===== config.mk =====
export PLATFORM = sky130hd
export DESIGN_NAME = rx_package
export DESIGN_NICKNAME = d
export VERILOG_FILES = /design/src/rtl/rx_package.sv
export SDC_FILE = /design/constraint.sdc
export NUM_CORES = 1
export LEC_CHECK = 0
export CAP_MARGIN = 40
export CORE_MARGIN = 1
export CORE_UTILIZATION = 36
export DETAILED_ROUTE_END_ITERATION = 7
export HOLD_SLACK_MARGIN = 0.1
export PLACE_DENSITY_LB_ADDON = 0.25
export REMOVE_ABC_BUFFERS = 1
export SLEW_MARGIN = 20
export SYNTH_ARGS = -nofsm -noshare
export SYNTH_HDL_FRONTEND = slang
export SYNTH_SLANG_ARGS = --single-unit
export TNS_END_PERCENT = 20

===== constraint.sdc =====
create_clock -name clk -period 2.35 [get_ports clk]
set_input_delay 0.3525 -clock clk [delete_from_list [all_inputs] [get_ports clk]]
set_output_delay 0.3525 -clock clk [all_outputs]
set_load 0.05 [all_outputs]

===== src/rtl/rx_package.sv =====
// rx_package: RS-232 receiver that assembles BYTES 8N1 frames (LSB first) into one word.
// A good package, a bad stop bit or an over-long inter-frame gap each produce a one-cycle pulse.
module rx_package #(
   parameter int BIT_CYCLES     = 48,
   parameter int BYTES          = 4,
   parameter int TIMEOUT_CYCLES = 480
) (
   input  logic                 clk,
   input  logic                 rst,
   input  logic                 data_in,
   output logic [BYTES*8-1:0]   data_out,
   output logic                 data_valid,
   output logic                 frame_err,
   output logic                 timeout_err,
   output logic                 busy
);
   localparam int W   = BYTES * 8;
   localparam int BCW = $clog2(BIT_CYCLES);
   localparam int YCW = $clog2(BYTES + 1);
   localparam int TCW = $clog2(TIMEOUT_CYCLES);
   localparam logic [BCW-1:0] BIT_MID   = BCW'(BIT_CYCLES / 2 - 1);
   localparam logic [BCW-1:0] BIT_LAST  = BCW'(BIT_CYCLES - 1);
   localparam logic [YCW-1:0] BYTE_LAST = YCW'(BYTES - 1);
   localparam logic [TCW-1:0] TMO_LAST  = TCW'(TIMEOUT_CYCLES - 1);

   typedef enum logic [2:0] {S_IDLE, S_START, S_DATA, S_STOP, S_GAP, S_DONE} state_t;

   state_t           state_q, state_d;
   logic             sync1_q, sync2_q, prev_q;
   logic [BCW-1:0]   bit_cnt_q, bit_cnt_d;
   logic [3:0]       dbit_cnt_q, dbit_cnt_d;
   logic [YCW-1:0]   byte_cnt_q, byte_cnt_d;
   logic [TCW-1:0]   tmo_cnt_q, tmo_cnt_d;
   logic [W-1:0]     shift_q, shift_d;
   logic [W-1:0]     data_q, data_d;
   logic             valid_q, valid_d;
   logic             ferr_q, ferr_d;
   logic             terr_q, terr_d;
   logic             line;
   logic             start_edge;

   assign line       = sync2_q;
   assign start_edge = prev_q & ~sync2_q;

   always_comb begin
      state_d    = state_q;
      bit_cnt_d  = bit_cnt_q;
      dbit_cnt_d = dbit_cnt_q;
      byte_cnt_d = byte_cnt_q;
      tmo_cnt_d  = tmo_cnt_q;
      shift_d    = shift_q;
      data_d     = data_q;
      valid_d    = 1'b0;
      ferr_d     = 1'b0;
      terr_d     = 1'b0;
      case (state_q)
         S_IDLE: begin
            if (start_edge) begin
               state_d    = S_START;
               bit_cnt_d  = '0;
               byte_cnt_d = '0;
            end
         end
         S_START: begin
            if (bit_cnt_q == BIT_MID) begin
               bit_cnt_d = '0;
               if (!line) begin
                  state_d    = S_DATA;
                  dbit_cnt_d = '0;
               end else begin
                  // Glitch: resume waiting without reporting anything
                  state_d = (byte_cnt_q == '0) ? S_IDLE : S_GAP;
               end
            end else begin
               bit_cnt_d = bit_cnt_q + 1'b1;
            end
         end
         S_DATA: begin
            if (bit_cnt_q == BIT_LAST) begin
               bit_cnt_d  = '0;
               shift_d    = {line, shift_q[W-1:1]};
               dbit_cnt_d = dbit_cnt_q + 1'b1;
               if (dbit_cnt_q == 4'd7) state_d = S_STOP;
            end else begin
               bit_cnt_d = bit_cnt_q + 1'b1;
            end
         end
         S_STOP: begin
            if (bit_cnt_q == BIT_LAST) begin
               bit_cnt_d = '0;
               if (line) begin
                  byte_cnt_d = byte_cnt_q + 1'b1;
                  if (byte_cnt_q == BYTE_LAST) begin
                     // Word and valid are loaded together so they appear in DONE
                     state_d = S_DONE;
                     data_d  = shift_q;
                     valid_d = 1'b1;
                  end else begin
                     state_d   = S_GAP;
                     tmo_cnt_d = '0;
                  end
               end else begin
                  state_d    = S_IDLE;
                  ferr_d     = 1'b1;
                  shift_d    = '0;
                  byte_cnt_d = '0;
               end
            end else begin
               bit_cnt_d = bit_cnt_q + 1'b1;
            end
         end
         S_GAP: begin
            if (start_edge) begin
               state_d   = S_START;
               bit_cnt_d = '0;
            end else if (tmo_cnt_q == TMO_LAST) begin
               state_d    = S_IDLE;
               terr_d     = 1'b1;
               shift_d    = '0;
               byte_cnt_d = '0;
            end else begin
               tmo_cnt_d = tmo_cnt_q + 1'b1;
            end
         end
         S_DONE: begin
            if (start_edge) begin
               state_d    = S_START;
               bit_cnt_d  = '0;
               byte_cnt_d = '0;
            end else begin
               state_d = S_IDLE;
            end
         end
         default: state_d = S_IDLE;
      endcase
   end

   always_ff @(posedge clk) begin
      if (rst) begin
         state_q    <= S_IDLE;
         sync1_q    <= 1'b1;
         sync2_q    <= 1'b1;
         prev_q     <= 1'b1;
         bit_cnt_q  <= '0;
         dbit_cnt_q <= '0;
         byte_cnt_q <= '0;
         tmo_cnt_q  <= '0;
         shift_q    <= '0;
         data_q     <= '0;
         valid_q    <= 1'b0;
         ferr_q     <= 1'b0;
         terr_q     <= 1'b0;
      end else begin
         state_q    <= state_d;
         sync1_q    <= data_in;
         sync2_q    <= sync1_q;
         prev_q     <= sync2_q;
         bit_cnt_q  <= bit_cnt_d;
         dbit_cnt_q <= dbit_cnt_d;
         byte_cnt_q <= byte_cnt_d;
         tmo_cnt_q  <= tmo_cnt_d;
         shift_q    <= shift_d;
         data_q     <= data_d;
         valid_q    <= valid_d;
         ferr_q     <= ferr_d;
         terr_q     <= terr_d;
      end
   end

   assign data_out    = data_q;
   assign data_valid  = valid_q;
   assign frame_err   = ferr_q;
   assign timeout_err = terr_q;
   assign busy        = (state_q != S_IDLE);
endmodule

* Word-level counts from Yosys, hierarchy flattened
Cells that the tools add are included.
** Storage, ports and cells
- Output and inout bits :: 36
- Flip-flop bits (word level) :: 95
- Bits of input ports :: 3
** Operators by class
- Multiplexer cells :: 41
- Add/sub/neg operators :: 4
- Bitwise operators :: 5
- Reduce and logical (&&, ||, !) cells :: 21
- Equality and inequality tests :: 25
** Operators with widths (number)
- $mux W32 :: 5
- $pmux W32 S3 :: 1
- $mux W9 :: 5
- $mux W3 :: 14
- $ne A2 B2 Y1 const B :: 12
- $mux W6 :: 3
- $pmux W3 S6 :: 1
- $pmux W6 S3 :: 1
- $pmux W9 S2 :: 1
- $reduce_and A6 Y1 :: 3
- $mux W4 :: 3
- $reduce_bool A3 Y1 :: 4
- $add A9 B1 Y9 const B :: 1
- $eq A3 B2 Y1 const B :: 3
- $eq A9 B9 Y1 const B :: 1
- $pmux W3 S3 :: 1
- $reduce_or A3 Y1 :: 3
- $pmux W4 S2 :: 1
- $reduce_and A4 Y1 :: 2
- $add A6 B1 Y6 const B :: 1
- $eq A3 B3 Y1 const B :: 2
- $eq A6 B5 Y1 const B :: 1
- $eq A6 B6 Y1 const B :: 1
- $logic_not A3 Y1 :: 2
- 14 further kinds :: 24

* Logic depth before layout (Yosys ltp)
Gate-level depths: netlist (run 1).
- Word-level depth :: 5
- Gate-level depth with buffers :: 8
- Mapped depth without buffers :: 6

* Worst setup path after synthesis (run 1)
OpenSTA, ideal clock, no wires.
- Path kind :: register to register
- Start :: register bit_cnt_q[0]
- End :: register data_q[15], in the netlist data_out[15]
- Setup time :: 0.070 ns
- Required time :: 2.280 ns
- Stages on the path, launching flop included :: 9
- Path buffers :: 2
- Arrival time :: 1.842 ns
- Setup slack :: 0.438 ns
- Cells stage by stage :: dfxtp_1 > ha_1 > and3_1 > buf_2 > a22oi_1 > o221a_2 > clkbuf_1 > o21ai_0 > a21oi_1
** On the way
- Word-level cells in the longest chain between the ends :: 2
** Ends and longest elaborated chain
- from (decl) :: line 30 : logic [BCW-1:0] bit_cnt_q, bit_cnt_d;
- from (signal assigned) :: line 158 : bit_cnt_q <= bit_cnt_d;
- $eq A6 B6 Y1 :: line 89 : if (bit_cnt_q == BIT_LAST) begin
- $reduce_and A4 Y1 (no source line)
- to (signal assigned) :: line 163 : data_q <= data_d;
- to (decl) :: line 35 : logic [W-1:0] data_q, data_d;
No other way between the ends.
A chain may end at the register's enable or synchronous reset.

* Worst setup path after layout (run 1)
- Start :: register tmo_cnt_q[0]
- End :: register tmo_cnt_q[3]
** On the way
- Word-level cells in the longest chain between the ends :: 4
** Ends and longest elaborated chain
- from (decl) :: line 33 : logic [TCW-1:0] tmo_cnt_q, tmo_cnt_d;
- from (signal assigned) :: line 161 : tmo_cnt_q <= tmo_cnt_d;
- $add A9 B1 Y9 :: line 122 : tmo_cnt_d = tmo_cnt_q + 1'b1;
- $mux W9 :: line 116 : end else if (tmo_cnt_q == TMO_LAST) begin
- $mux W9 :: line 113 : if (start_edge) begin
- $pmux W9 S2 :: line 56 : case (state_q)
Parallel ways exist; a longest one is shown, timed or not. The select of a mux whose other input is x is not followed.

==> results of run 1 <==
-- critical path: cells and delay by family (launching register included) --
kind	cells	cell delay [ns]
buffers and inverters	1	0.23
adder cells (fa/ha/maj)	1	0.23
flip-flops	1	0.36
AND/OR/NAND/NOR	3	0.61
AO/OA/AOI/OAI	2	0.59
-- metrics by stage --
step	power (W)	cell area [um2]
2_1_floorplan	0.00190	3970
3_3_place_gp	0.00202	4690
3_5_place_dp	0.00202	4690
4_1_cts	0.00339	4960
5_1_grt	0.00350	4970
6_report	0.00335	4970
-- area by class of cell --
type | count | area share, %
Timing Repair Buffer | 52 | 10.6
Tap cell | 140 | 3.53
Clock inverter | 4 | 0.605
Sequential cell | 95 | 38.3
Clock buffer | 11 | 4.89
Multi-Input combinational cell | 344 | 41.5
Inverter | 7 | 0.529
-- per-layer routing --
| layer | wire length, um | vias up | share of wire (%) |
|---|---|---|---|
| met4 | 93 | 0 | 0.99 |
| met1 | 4780 | 1669 | 51 |
| li1 | - | 1800 | - |
| met2 | 4270 | 55 | 45 |
| met5 | 0 | - | 0 |
| met3 | 257 | 7 | 2.7 |
-- sequential cells by signal, summed over array words and instances (netlist names) --
name / flops
data_out: 32
shift_q: 32
tmo_cnt_q: 9
bit_cnt_q: 6
dbit_cnt_q: 4
byte_cnt_q: 3
state_q: 3
data_valid: 1
frame_err: 1
line: 1
prev_q: 1
sync1_q: 1
timeout_err: 1
-- path summary, 6_finish.rpt --
check	endpoint	depth (start not counted)	slack [ns]
max	tmo_cnt_q[3]	7	0.22
min reg2reg	line	1	0.41
min	line	1	0.41
max reg2reg	tmo_cnt_q[3]	7	0.22
-- logic make-up after synthesis --
| kind of cell | count (synthesis) | share of synthesized area (%) |
|---|---|---|
| AND/OR/NAND/NOR | 185 | 25.0 |
| AO/OA/AOI/OAI | 139 | 19.4 |
| flip-flops | 95 | 45.8 |
| buffers and inverters | 50 | 5.03 |
| XOR/XNOR | 12 | 2.53 |
| adder cells (fa/ha/maj) | 6 | 1.81 |
| multiplexers | 2 | 0.482 |
-- layout by cell type, fill, tap and decap left out, types with 2 or more instances in the layout --
| cell | n |
|---|---|
| and3_1 | 9 |
| xor2_1 | 9 |
| mux2i_1 | 2 |
| nand3b_1 | 3 |
| clkdlybuf4s50_1 | 36 |
| inv_6 | 2 |
| o211ai_1 | 4 |
| buf_12 | 4 |
| buf_4 | 11 |
| nor2b_1 | 6 |
| nand4_1 | 34 |
| nand2_1 | 13 |
| nor2_1 | 23 |
| nand3_1 | 42 |
| xnor2_1 | 3 |
| o2111ai_1 | 3 |
| clkbuf_16 | 9 |
| nand2b_1 | 34 |
| ha_1 | 6 |
| nor3_1 | 5 |
| nor4_1 | 2 |
| o21ai_1 | 16 |
| dfxtp_1 | 95 |
| or2_2 | 4 |
| inv_1 | 6 |
| o21ai_0 | 53 |
| a21oi_1 | 46 |
-- where the power goes --
part	switching [W]	internal, W
clock network	0.000614	0.000746
logic	0.000229	0.000104
registers	0.0000311	0.00163
-- repair_timing --
action	in CTS	in global routing
buffers inserted	0	0
resized for setup	0	1
endpoints found under the setup margin	0	35
==> metrics, run 1 <==
final core occ=45.0%; antenna diode instance count=0; met2 global-route usage=25.8%; Core Footprint=0.0110 mm2; Synth area leaders=dfxtp_1 (46%), o21ai_0 (6.4%), a21oi_1 (5.5%); Synth top area share=45.8%; clock slew at reported path FFs=0.06 ns; nets=518; most common cell in the netlist=dfxtp_1; worst skew pair latency=0.34 ns; WS Path Type=reg -> reg; Rows=38; leading area contributor after synthesis=dfxtp_1; crit start category=register; # IOs=39; most frequent cells after synthesis=dfxtp_1 (95), o21ai_0 (53), a21oi_1 (46); antenna violations before repair=0; most used routing layer=met2; hold_sp=sync1_q; area of the multi-input gates=0.00206 mm2; H-tree levels=3; worst-margin pin slew=0.539 ns; Max stage delay on crit path=0.36 ns; LEAKAGE=1.65 nW; first-pass GRT wire length=16100 um; clock skew=0.00527 ns; Critical Path Source=tmo_cnt_q[0]; WP data required=2.58 ns; Routed WL per cell=14.4 um; Post-synth EDFFs=0; Max Freq=470 MHz; die area=0.0120 mm2; Arrival @ worst endpoint=2.36 ns; initial DRC count=212; fraction of layout cells with a size suffix above 1=8.38%; CTS buffer count=9; cells along the critical path=ha_1 -> and3_1 -> nand3_1 -> o221ai_2 -> buf_4 -> a31o_2 -> nor2_1; Post-synth top flop=dfxtp_1; Worst R2R Start=tmo_cnt_q[0]; post-synthesis cell area=0.00415 mm2; Post-Place Setup Slack=0.0657 ns; filler cell count in the final layout=1086; Die W=109 um; Pwr Density=675 mW/mm2; part of the cycle the worst path needs=90.6%; HP Class=reg -> reg; Min Clock Period, post-route=2.13 ns; PortBufs=38; sequential-to-total area share from yosys stat=45.8%; Synth Register Bits=95; crit end category=register; M1 GR Usage=24.0%; Clock Tree Root=clkbuf_16; starting density of the core=37.6%; Slowest-stage cell, CP=dfxtp_1; routing usage on met3=3.62%; maxcap violations=0; Slew Limit Fails=0; worst setup margin=0.222 ns; Yosys cell types=53; chip height=109 um; final wirelength=9400 um; VDD IR max=0.345 mV; dpl cells=638; grt ovf=0; vias in the first global route=3289; Vias/cell=5.41; Global Route Usage Sum=17.1%; Register Area=0.00190 mm2; status=complete, no violations; # hold bufs at CTS=0; WHS=0.413 ns; asr flop ratio synth=0%; Post-DP HPWL=5840 um; fin cells=653; yosys warns=0; CP Max Fanout=10; CTS tree=done; final setup vio count=0; gpl congestion=0.812; Clock Path Buffers=2; Post-DRT Antenna Nets=0; first-pass iteration count of the detailed router=4; synthesized area per cell=8.49 um2; vias=3531; drt drc=0; count of final hold-check violations=0; clock tree sinks=95; Slew HR=64.1%; largest net degree at the start of global routing=65; RSZ-0062 raised after global routing=no; area delta synth->final=19.6%; Mapped Cells=489; setup TNS=0 ns
Power figures use the tool's default switching activity.
==> inputs of run 2 (changes only) <==
--- a/config.mk
+++ b/config.mk
@@ -7,7 +7,7 @@
 export LEC_CHECK = 0
 export CAP_MARGIN = 40
 export CORE_MARGIN = 1
-export CORE_UTILIZATION = 36
+export CORE_UTILIZATION = 57
 export DETAILED_ROUTE_END_ITERATION = 7
 export HOLD_SLACK_MARGIN = 0.1
 export PLACE_DENSITY_LB_ADDON = 0.25
==> metrics, run 2 (synthesized netlist as in run 1, its figures left out) <==
CTS tree=done; reg2reg path depth=7 (unchanged); initial DRC count=260 (+23%); WP depth=7 (unchanged); CTS buffer count=9 (unchanged); final wirelength=9490 um (+0.98%); grt ovf=0 (unchanged); H-tree levels=3 (unchanged); part of the cycle the worst path needs=92.2% (+1.6 points); Final Power=0.00297 W (-11%); vias in the first global route=3349 (+1.8%); dpl cells=595 (-6.7%); LEAKAGE=1.59 nW (-3.3%); filler cell count in the final layout=588 (-46%); clock skew=0.0126 ns (+0.00735 ns); WS Path Type=reg -> reg; Slowest-stage cell, CP=o221ai_2; Slew Limit Fails=0 (unchanged); # hold bufs at CTS=0 (unchanged); leading cell type in the layout, fill and taps excluded=dfxtp_1; Die W=87.4 um (-20%); antenna violations before repair=0 (unchanged); post-CTS setup buffers=0 (unchanged); Routed WL per cell=15.5 um (+7.9%); drt drc=0 (unchanged); Min Clock Period, post-route=2.17 ns (+0.0377 ns); worst-margin pin slew=0.532 ns (-0.00693 ns); clock slew at reported path FFs=0.09 ns (+0.03 ns); area of the multi-input gates=0.00205 mm2 (-0.42%); CP Max Fanout=15 (+5); gpl congestion=0.883 (+8.8%); fin cells=611 (-6.4%); Hold Path Depth=1 (unchanged); cells along the critical path=ha_1 -> and3_1 -> a22oi_1 -> o221ai_2 -> buf_4 -> nand4_1 -> a21oi_1; Clock Path Buffers=2 (unchanged); commonest non-fill, non-tap cells in the layout=dfxtp_1 (95), o21ai_0 (53), a21oi_1 (46); count of final hold-check violations=0 (unchanged); Core Footprint=0.00691 mm2 (-37%); WHS=0.428 ns (+0.0146 ns); crit start category=register; first-pass iteration count of the detailed router=5 (+1); area delta synth->final=15.5%; chip height=87.4 um (-20%); final setup vio count=0 (unchanged); Global Route Usage Sum=26.2% (+9.1 points); WP data required=2.63 ns (+0.05 ns); PortBufs=38 (unchanged); Pwr Density=618 mW/mm2 (-8.3%); HP Class=reg -> reg; vias=3670 (+3.9%); antenna diode instance count=0 (unchanged); fraction of layout cells with a size suffix above 1=8.74% (+0.36 points); Clock Tree Root=clkbuf_8; worst skew pair latency=0.36 ns (+0.02 ns); maxcap violations=0 (unchanged); Arrival @ worst endpoint=2.45 ns (+0.09 ns); Rows=30 (-21%); first-pass GRT wire length=15800 um (-1.7%); clock tree sinks=95 (unchanged); nets=519 (+0.19%); Slew HR=64.5% (+0.46 points); Max stage delay on crit path=0.39 ns (+0.03 ns); crit end category=register; RSZ-0062 raised after global routing=no; # IOs=39 (unchanged); WP buf/inv=1 (unchanged); Vias/cell=6.01 (+11%); Max Freq=462 MHz (-1.7%); CP delay by family, top=compound AO/OA/AOI/OAI gates; VDD IR max=0.321 mV (-7.1%); cts repair resizes=0 (unchanged); status=complete, no violations; starting density of the core=60.1% (+22 points); setup TNS=0 ns (unchanged); Post-DP HPWL=6050 um (+3.6%); Register Area=0.00190 mm2 (unchanged); Post-DRT Antenna Nets=0 (unchanged); die area=0.00763 mm2 (-36%); largest net degree at the start of global routing=65 (unchanged)
==> run 2: per-layer routing <==
| layer | routed length, um | track usage, % |
|---|---|---|
| met5 | 0 | 0 |
| met4 | 145 | 10.1 |
| met3 | 470 | 3.41 |
| met2 | 4510 | 43.5 |
| met1 | 4370 | 34.6 |
==> run 2: metrics by stage <==
stage	setup WS [ns]	area, um2	utilization [%]
after floorplan	-0.389	3970	-
after global placement	0.353	4630	67.0
after detailed placement	0.206	4630	67.0
after CTS	0.189	4800	69.5
after global routing	0.0432	4800	69.5
final	0.184	4800	69.5
==> run 2: final cells by class <==
class / instances / share of cell area, %
well taps: 96 / 2.50
clock buffers: 10 / 2.66
multi-input cells: 344 / 42.8
flip-flops and latches: 95 / 39.6
clock inverters: 6 / 0.939
inverters: 7 / 0.548
repair buffers: 53 / 10.9
==> run 2: path summary, 6_finish.rpt <==
kind | from | to | slack (ns)
min reg2reg | sync1_q | line | 0.43
max | bit_cnt_q[0] | data_out[14] | 0.18
min | sync1_q | line | 0.43
max reg2reg | bit_cnt_q[0] | data_out[14] | 0.18
==> run 2: power breakdown <==
| group | internal (W) | total (W) | leakage (nW) | switching (W) |
|---|---|---|---|---|
| Combinational | 0.000111 | 0.000358 | 0.749 | 0.000247 |
| Sequential | 0.00163 | 0.00165 | 0.766 | 0.0000202 |
| Clock | 0.000389 | 0.000963 | 0.0789 | 0.000574 |
